<file path="config.mk">
export PLATFORM = sky130hd
export DESIGN_NAME = ss_scan_controller
export DESIGN_NICKNAME = d
export VERILOG_FILES = /design/src/rtl/ss_pkg.sv /design/src/rtl/ss_decoder_0_9.sv /design/src/rtl/ss_scan_controller.sv
export SDC_FILE = /design/constraint.sdc
export NUM_CORES = 1
export LEC_CHECK = 0
export CAP_MARGIN = 25
export CORE_MARGIN = 1
export CORE_UTILIZATION = 50
export DETAILED_ROUTE_END_ITERATION = 7
export PLACE_DENSITY = 0.76
export SLEW_MARGIN = 15
export SYNTH_ARGS = -nofsm -noshare
export SYNTH_HDL_FRONTEND = slang
export SYNTH_SLANG_ARGS = --single-unit
</file>
<file path="constraint.sdc">
create_clock -name clk -period 2.6 [get_ports clk]
set_clock_uncertainty 0.2 [all_clocks]
set_input_delay 0.52 -clock clk [delete_from_list [all_inputs] [get_ports clk]]
set_output_delay 0.52 -clock clk [all_outputs]
set_load 0.05 [all_outputs]
</file>
<file path="src/rtl/ss_pkg.sv">
// rtl/ss_pkg.sv - shared constants and types for the seven-segment scan controller
package ss_pkg;

   localparam logic [6:0] SEG_BLANK = 7'b1111111;
   localparam logic [3:0] AN_OFF    = 4'b1111;

   // Active-low a..g patterns, entry i is digit i
   localparam logic [9:0][6:0] SEG_TABLE = {
      7'b0000100, 7'b0000000, 7'b0001111, 7'b0100000, 7'b0100100,
      7'b1001100, 7'b0000110, 7'b0010010, 7'b1001111, 7'b0000001
   };

   typedef enum logic {BLANK, DRIVE} scan_state_t;

   typedef struct packed {
      logic [3:0][3:0] digit;
      logic            lz_en;
      logic [3:0]      blink_mask;
      logic            colon;
   } snap_t;

endpackage

</file>
<file path="src/rtl/ss_decoder_0_9.sv">
// rtl/ss_decoder_0_9.sv - BCD to active-low seven-segment decoder, codes 10-15 blank
module ss_decoder_0_9
   import ss_pkg::*;
(
   input  logic [3:0] bcd,
   output logic [6:0] seg
);

   always_comb begin
      seg = SEG_BLANK;
      if (bcd <= 4'd9) seg = SEG_TABLE[bcd];
   end

endmodule

</file>
<file path="src/rtl/ss_scan_controller.sv">
// rtl/ss_scan_controller.sv - 4-digit multiplexed display scanner with blanking, blink and LZ suppression
module ss_scan_controller
   import ss_pkg::*;
#(
   parameter int REFRESH_DIV  = 100000,
   parameter int BLANK_CYCLES = 1000,
   parameter int BLINK_FRAMES = 64
) (
   input  logic       clk,
   input  logic       rst,
   input  logic [3:0] bcd3,
   input  logic [3:0] bcd2,
   input  logic [3:0] bcd1,
   input  logic [3:0] bcd0,
   input  logic       lz_en,
   input  logic [3:0] blink_mask,
   input  logic       colon,
   output logic [3:0] an,
   output logic [6:0] a_to_g,
   output logic       dp
);

   localparam int SW = $clog2(REFRESH_DIV);
   localparam int FW = $clog2(BLINK_FRAMES + 1);
   localparam logic [SW-1:0] SLOT_LAST  = SW'(REFRESH_DIV - 1);
   localparam logic [SW-1:0] BLANK_LAST = SW'((BLANK_CYCLES > 0) ? BLANK_CYCLES - 1 : 0);
   localparam logic [FW-1:0] FRAME_LAST = FW'(BLINK_FRAMES - 1);
   localparam scan_state_t   RESET_STATE = (BLANK_CYCLES > 0) ? BLANK : DRIVE;

   logic [SW-1:0] slot_cnt;
   logic [1:0]    idx;
   logic [FW-1:0] frame_cnt;
   logic          blink_phase;
   logic          slot_wrap;
   snap_t         snap;
   scan_state_t   state, state_next;
   logic [3:0]    digit;
   logic [6:0]    digit_seg;
   logic          suppress;
   logic [3:0]    an_d;
   logic [6:0]    seg_d;
   logic          dp_d;

   assign slot_wrap = (slot_cnt == SLOT_LAST);

   always_ff @(posedge clk or posedge rst) begin
      if (rst) begin
         slot_cnt    <= '0;
         idx         <= 2'd0;
         frame_cnt   <= '0;
         blink_phase <= 1'b0;
      end else if (slot_wrap) begin
         slot_cnt <= '0;
         idx      <= idx + 2'd1;
         if (idx == 2'd3) begin
            if (frame_cnt == FRAME_LAST) begin
               frame_cnt   <= '0;
               blink_phase <= ~blink_phase;
            end else begin
               frame_cnt <= frame_cnt + FW'(1);
            end
         end
      end else begin
         slot_cnt <= slot_cnt + SW'(1);
      end
   end

   // Frame-start snapshot keeps a whole frame consistent against mid-frame input changes
   always_ff @(posedge clk or posedge rst) begin
      if (rst) snap <= '0;
      else if (slot_cnt == '0 && idx == 2'd0)
         snap <= {bcd3, bcd2, bcd1, bcd0, lz_en, blink_mask, colon};
   end

   always_ff @(posedge clk or posedge rst) begin
      if (rst) state <= RESET_STATE;
      else     state <= state_next;
   end

   always_comb begin
      state_next = state;
      case (state)
         BLANK:   if (slot_cnt == BLANK_LAST) state_next = DRIVE;
         DRIVE:   if (slot_wrap && BLANK_CYCLES > 0) state_next = BLANK;
         default: state_next = RESET_STATE;
      endcase
   end

   assign digit    = snap.digit[idx];
   assign suppress = (idx == 2'd3 && snap.lz_en && digit == 4'd0) ||
                     (snap.blink_mask[idx] && blink_phase);

   ss_decoder_0_9 u_decoder (
      .bcd (digit),
      .seg (digit_seg)
   );

   always_comb begin
      an_d  = AN_OFF;
      seg_d = SEG_BLANK;
      dp_d  = 1'b1;
      if (state == DRIVE) begin
         an_d  = ~(4'b0001 << idx);
         seg_d = suppress ? SEG_BLANK : digit_seg;
         dp_d  = ~(idx == 2'd2 && snap.colon);
      end
   end

   always_ff @(posedge clk or posedge rst) begin
      if (rst) begin
         an     <= AN_OFF;
         a_to_g <= SEG_BLANK;
         dp     <= 1'b1;
      end else begin
         an     <= an_d;
         a_to_g <= seg_d;
         dp     <= dp_d;
      end
   end

endmodule

</file>
==> key figures, run 1 <==
Status
  – Status: finished, final reports clean

Synth
  – Fraction of the yosys area taken by sequential cells: between 50% and 60%
  – Netlist cell types: 45
  – Cell area after synthesis: 3010 sq um
  – Syn Area/Cell: 12.2 sq um
  – Syn. warnings: 0
  – Cell count after synthesis: 247
  – Asr flop ratio synth: 100%
  – Syn_nets: ~280
  – Main synth FF type: dfrtp_1
  – Seq cells post-synth: 62
  – Post-synth EDFFs: 0

Timing
  – Final hold vios: 0
  – Slew Viols, Final: 0
  – Peak Freq: 403 MHz
  – Slew margin rel.: between 60 and 70%
  – Fin crit period: 2.48 ns
  – Setup violations, final: 0
  – Setup ws final: between 0.1 and 0.15 ns
  – Worst slew pin tran: 0.516 ns
  – Fin crit share: a little over nine tenths
  – Hold WS: approximately 0.26 ns

Power and ir drop
  – VDD IR max: 0.398 mV
  – Clock group share of total power: 45.7%
  – P_sw: about 0.42 mW
  – Pwr Density: 545 nW/um^2
  – P_leak: 1.59 nW
  – Logic pwr share: under 10%
  – Switch share: 20.6%
  – Reg power frac: 49.1%
  – Int Power: approximately 1.6 mW

Floorplan
  – Die width: about 80 microns
  – Std cell rows: 27
  – Top Ports: 36
  – Die area: 6330 sq um
  – Die height: 79.6 microns
  – Starting Density: between 50% and 60%
  – Core footprint: 5640 sq um

Placed design
  – PortBufs: 35
  – Post-Place Cells: 355
  – Post-detail-place hpwl: 4.08 mm
  – Place WS: -0.0264 ns
  – GP Congestion: 0.840

Route
  – Wire per inst: 16.0 microns
  – Routed WL: 5.97 mm
  – Routed Antenna Nets: 0
  – Vias per std cell: 5.60
  – Vias: around 2100
  – DRT Pass-1 Iters: 4
  – DRC viols: 0
  – Drt first-iter violations: 85

Layout
  – Fraction of layout cells with a size suffix above 1: 20.5%
  – Area grow syn2layout: 23.2%
  – Most frequent cells in the layout: dfrtp_1 (49), clkdlybuf4s50_1 (35), mux2_1 (20), nand3_1 (15), nand2_1 (14)
  – Layout Cells excl Fill: 374
  – Most common cell after layout, fill and taps aside: dfrtp_1
  – Ant diodes: 0
  – Nets: 333

Critical path
  – Critical path peak fanout: 7
  – CP Cell Sequence: mux4_2 > inv_1 > ha_2 > o21ai_0 > o221a_2 > a211oi_4 > o211ai_1
  – WP depth: 7
  – CP Data Arrival Time: between 2 and 3 ns
  – Crit Path Class: reg2reg
  – Slowest cell on the critical path: mux4_2
  – Critical path required time: 2.64 ns
  – Worst setup SP type: flop
  – Critical Path Sink Type: flop
  – Critical path buffer and inverter count: 1
  – Reg2Reg Depth: 7
  – CP delay by family, top: compound AO/OA/AOI/OAI gates
  – Max incr delay on CP: 0.57 ns

Clocking
  – Clk root buf: clkbuf_8
  – CTS Buf Count: 9
  – CTS tree: built
  – H-tree Lvls: 3
  – TritonCTS Sinks: 62
  – Clock transition at path regs: 0.07 ns
  – Post-CTS Hold Fix Bufs: 0
  – Worst skew pair latency: around 0.34 ns
  – Clock buffer depth: 2

Global routing
  – Global-route wire length before repair: 9.85 mm
  – GR Layer Usage met2: 34.0%
  – Global route overflow: 0
  – GRT Total Usage: 21.3%
  – Vias in the first global route: 2085
  – Gr busiest metal: met2
  – GRT met1 Usage: 26.6%
  – Initial antenna violation count: 0
  – Met3 GRT Util: 6.86%
  – Largest net degree at the start of global routing: 31

Hold path
  – Hold Crit Class: reg2reg
  – Worst hold stages: 1

Run
  – Max Cap Viol: 0
==> worst paths after layout <==
check / from / to / slack (ns)
worst min register to register: snap[0]$_DFFE_PP0P_ / dp$_DFF_PP1_ / 0.26
worst max-delay path: idx[0]$_DFFE_PP0N_ / a_to_g[2]$_DFF_PP1_ / 0.12
worst max register to register: idx[0]$_DFFE_PP0N_ / a_to_g[2]$_DFF_PP1_ / 0.12
worst min-delay path: snap[0]$_DFFE_PP0P_ / dp$_DFF_PP1_ / 0.26
max in group asynchronous: rst / a_to_g[0]$_DFF_PP1_ / 1.26
min in group asynchronous: rst / snap[7]$_DFFE_PP0P_ / 0.31
==> registers in the layout, summed over array words and instances (netlist names) <==
signal,flops
snap,22
dp,1
blink_phase,1
an,4
state,1
a_to_g,7
frame_cnt,7
idx,2
slot_cnt,17
==> power groups by stage <==
| stage | logic [mW] | registers (mW) | clock network, mW |
|---|---|---|---|
| after global placement | 0.101 | 1.01 | 0 |
| after floorplan | 0.0498 | 1.01 | 0 |
| after global routing | 0.118 | 0.994 | 0.987 |
| after CTS | 0.105 | 0.992 | 0.938 |
| final | 0.106 | 0.993 | 0.924 |
| after detailed placement | 0.102 | 1.01 | 0 |
==> synthesized netlist by cell type (3+ instances only) <==
cell,n,share of area [%]
dfrtp_1,50,42
mux2_1,20,7.5
nand3_1,15,2.5
nand2_1,14,1.7
nor2_1,13,1.6
dfstp_2,12,10
ha_1,12,5.0
inv_1,12,1.5
xnor2_1,12,3.5
nor3_1,7,1.2
and3_1,6,1.2
mux2_2,6,2.2
nand4_1,6,1.2
o21ai_0,6,1.0
mux2i_1,5,1.7
xor2_1,5,1.5
mux4_2,4,3.0
nor2b_1,4,0.83
buf_4,3,0.75
==> cell type report <==
class	instances	area [sq um]
fillers	398	1930
flip-flops and latches	62	1570
multi-input cells	164	1330
repair buffers	48	460
clock buffers	12	145
well taps	72	90.1
clock inverters	4	70.1
inverters	12	45.0
==> what timing repair did <==
action	4_1_cts	5_1_grt
pin swaps	0	1
resized for setup	1	6
setup buffers	0	3
endpoints found under the setup margin	5	7
==> stage by stage <==
step	area [sq um]	setup TNS (ns)	power, mW	util [%]
after global placement	3460	0	1.11	61.3
after global routing	3710	-0.0158	2.10	65.7
final	3710	0	2.02	65.7
after floorplan	3010	0	1.06	-
after detailed placement	3460	-0.0306	1.11	61.3
after CTS	3680	0	2.04	65.2
==> metal layers <==
layer	vias to the layer above	wire length, microns
met5	-	0
met1	1053	2640
met4	0	111
met3	10	325
met2	55	2900
li1	975	-
==> cells by family after synthesis <==
| family | count (synthesis) | share of synthesized area (%) |
|---|---|---|
| AND/OR/NAND/NOR | 78 | 14.1 |
| XOR/XNOR | 17 | 4.95 |
| adder cells (fa/ha/maj) | 12 | 4.99 |
| flip-flops | 62 | 52.1 |
| multiplexers | 35 | 14.4 |
| buffers and inverters | 21 | 4.16 |
| AO/OA/AOI/OAI | 22 | 5.36 |
No activity file was read; power rests on OpenSTA's default activity.
==> inputs of run 2 (changes only) <==
RECOVER_POWER = 50   (was not set)
==> key figures, run 2 (same netlist as run 1, synthesis figures left out) <==
Status
  – Status: finished, final reports clean

Placed design
  – PortBufs: 35 (unchanged)
  – Post-Place Cells: 355 (unchanged)
  – DP Area: 3460 sq um (unchanged)
  – Place WS: -0.0264 ns (unchanged)
  – Post-detail-place hpwl: 4.08 mm (unchanged)
  – GP Congestion: 0.840 (unchanged)

Route
  – Vias: 2092 (-0.048%)
  – Vias per std cell: 5.59 (about the same)
  – Drt first-iter violations: 85 (unchanged)
  – Routed WL: 5.97 mm (about the same)
  – DRC viols: 0 (unchanged)
  – Routed Antenna Nets: 0 (unchanged)
  – Wire per inst: 16.0 microns (about the same)
  – DRT Pass-1 Iters: 4 (unchanged)

Global routing
  – Global-route wire length before repair: 9.85 mm (unchanged)
  – Initial antenna violation count: 0 (unchanged)
  – GRT Total Usage: 21.3% (unchanged)
  – Largest net degree at the start of global routing: 31 (unchanged)
  – Vias in the first global route: 2085 (unchanged)
  – Global route overflow: 0 (unchanged)

Layout
  – Top Registers: snap: 22 flops, slot_cnt: 17 flops
  – Ant diodes: 0 (unchanged)
  – Most flops, register: snap
  – Fraction of layout cells with a size suffix above 1: 20.2% (-0.33 points)
  – Post-route cell area: 3710 sq um (unchanged)
  – Final core utilization: 65.7% (unchanged)
  – Layout Cells excl Fill: 374 (unchanged)
  – Area grow syn2layout: 23.2% (unchanged)
  – Most frequent cells in the layout: dfrtp_1 (49), clkdlybuf4s50_1 (34), mux2_1 (20), nand3_1 (15), nand2_1 (14)
  – Fillers: 398 (unchanged)
  – Nets: 333 (unchanged)
  – Largest register FFs: 22 (unchanged)
  – Most common cell after layout, fill and taps aside: dfrtp_1

Clocking
  – CTS tree: built
  – CTS Buf Count: 9 (unchanged)
  – Clock buffer depth: 2 (unchanged)
  – Clock transition at path regs: 0.07 ns (about the same)
  – Clk root buf: clkbuf_8
  – Post-CTS Hold Fix Bufs: 0 (unchanged)
  – TritonCTS Sinks: 62 (unchanged)
  – Worst skew pair latency: 0.34 ns (about the same)
  – H-tree Lvls: 3 (unchanged)

Power and ir drop
  – Int Power: 1.60 mW (about the same)
  – Switch share: 20.6% (about the same)
  – P_sw: 0.417 mW (about the same)
  – Pwr Density: 545 nW/um^2 (about the same)
  – VDD IR max: 0.397 mV (about the same)
  – Total power draw: 2.02 mW (about the same)
  – Logic pwr share: 5.2% (about the same)
  – P_leak: 1.59 nW (about the same)
  – Clock group share of total power: 45.7% (about the same)
  – Reg power frac: 49.1% (about the same)

Timing
  – Setup violations, final: 0 (unchanged)
  – Hold WS: 0.256 ns (+0.000161 ns)
  – Slew margin rel.: 43.9% (-21 points)
  – Fin crit share: 95.5% (unchanged)
  – Setup_tns: 0 ns (unchanged)
  – Worst slew pin tran: 0.840 ns (+0.324 ns)
  – Fin crit period: 2.48 ns (unchanged)
  – Peak Freq: 403 MHz (unchanged)
  – Slew Viols, Final: 0 (unchanged)
  – Final hold vios: 0 (unchanged)
  – Setup ws final: 0.116 ns (unchanged)

Critical path
  – WP depth: 7 (unchanged)
  – Slowest cell on the critical path: mux4_2
  – Critical path required time: 2.64 ns (about the same)
  – CP Cell Sequence: mux4_2 > inv_1 > ha_2 > o21ai_0 > o221a_2 > a211oi_4 > o211ai_1
  – CP delay by family, top: compound AO/OA/AOI/OAI gates
  – Critical path peak fanout: 7 (unchanged)
  – Reg2Reg Depth: 7 (unchanged)
  – Crit Path Class: reg2reg
  – Worst setup SP type: flop
  – Critical path buffer and inverter count: 1 (unchanged)
  – Critical Path Sink Type: flop
  – CP Data Arrival Time: 2.53 ns (about the same)
  – Max incr delay on CP: 0.57 ns (about the same)

Floorplan
  – Die width: 79.6 microns (unchanged)
  – Die height: 79.6 microns (unchanged)
  – Core footprint: 5640 sq um (unchanged)
  – Std cell rows: 27 (unchanged)
  – Die area: 6330 sq um (unchanged)
  – Top Ports: 36 (unchanged)
  – Starting Density: 53.3% (unchanged)

Run
  – Max Cap Viol: 0 (unchanged)

Hold path
  – Hold Crit Class: reg2reg
  – Worst hold stages: 1 (unchanged)
==> run 2: cell types whose count changed in the layout (fill, tap and decap cells not counted) <==
cell and delta:
clkdlybuf4s50_1 -1, dlygate4sd3_1 +1, inv_1 +1, inv_2 -1
==> run 2: power groups by stage <==
stage / Sequential (mW) / Clock (mW) / Combinational, mW
after floorplan: 1.01 / 0 / 0.0498
after global placement: 1.01 / 0 / 0.101
after detailed placement: 1.01 / 0 / 0.102
after CTS: 0.992 / 0.938 / 0.105
after global routing: 0.994 / 0.987 / 0.117
final: 0.993 / 0.924 / 0.105
==> run 2: area by class of cell <==
| class | count | area [sq um] | area share, % |
|---|---|---|---|
| repair buffers | 48 | 460 | 12.4 |
| flip-flops and latches | 62 | 1570 | 42.3 |
| clock inverters | 4 | 70.1 | 1.89 |
| well taps | 72 | 90.1 | 2.43 |
| clock buffers | 12 | 145 | 3.91 |
| inverters | 12 | 45.0 | 1.21 |
| multi-input cells | 164 | 1330 | 35.9 |
==> run 2: routing by layer <==
metal,track usage [%],wire [microns]
met1,26.6,2640
met2,34.0,2900
met3,6.86,325
met4,8.91,111
met5,0,0
==> run 2: repair_timing <==
item	CTS	global route
setup buffers	0	3
endpoints found under the setup margin	5	7
pin swaps	0	1
resized for setup	1	6
==> run 2: path summary, 6_finish.rpt <==
path	from	endpoint	slack, ns
max	idx[0]$_DFFE_PP0N_	a_to_g[2]$_DFF_PP1_	0.12
min	snap[0]$_DFFE_PP0P_	dp$_DFF_PP1_	0.26
max reg2reg	idx[0]$_DFFE_PP0N_	a_to_g[2]$_DFF_PP1_	0.12
min reg2reg	snap[0]$_DFFE_PP0P_	dp$_DFF_PP1_	0.26
max in group asynchronous	rst	a_to_g[0]$_DFF_PP1_	0.85
min in group asynchronous	rst	snap[11]$_DFFE_PP0P_	0.59
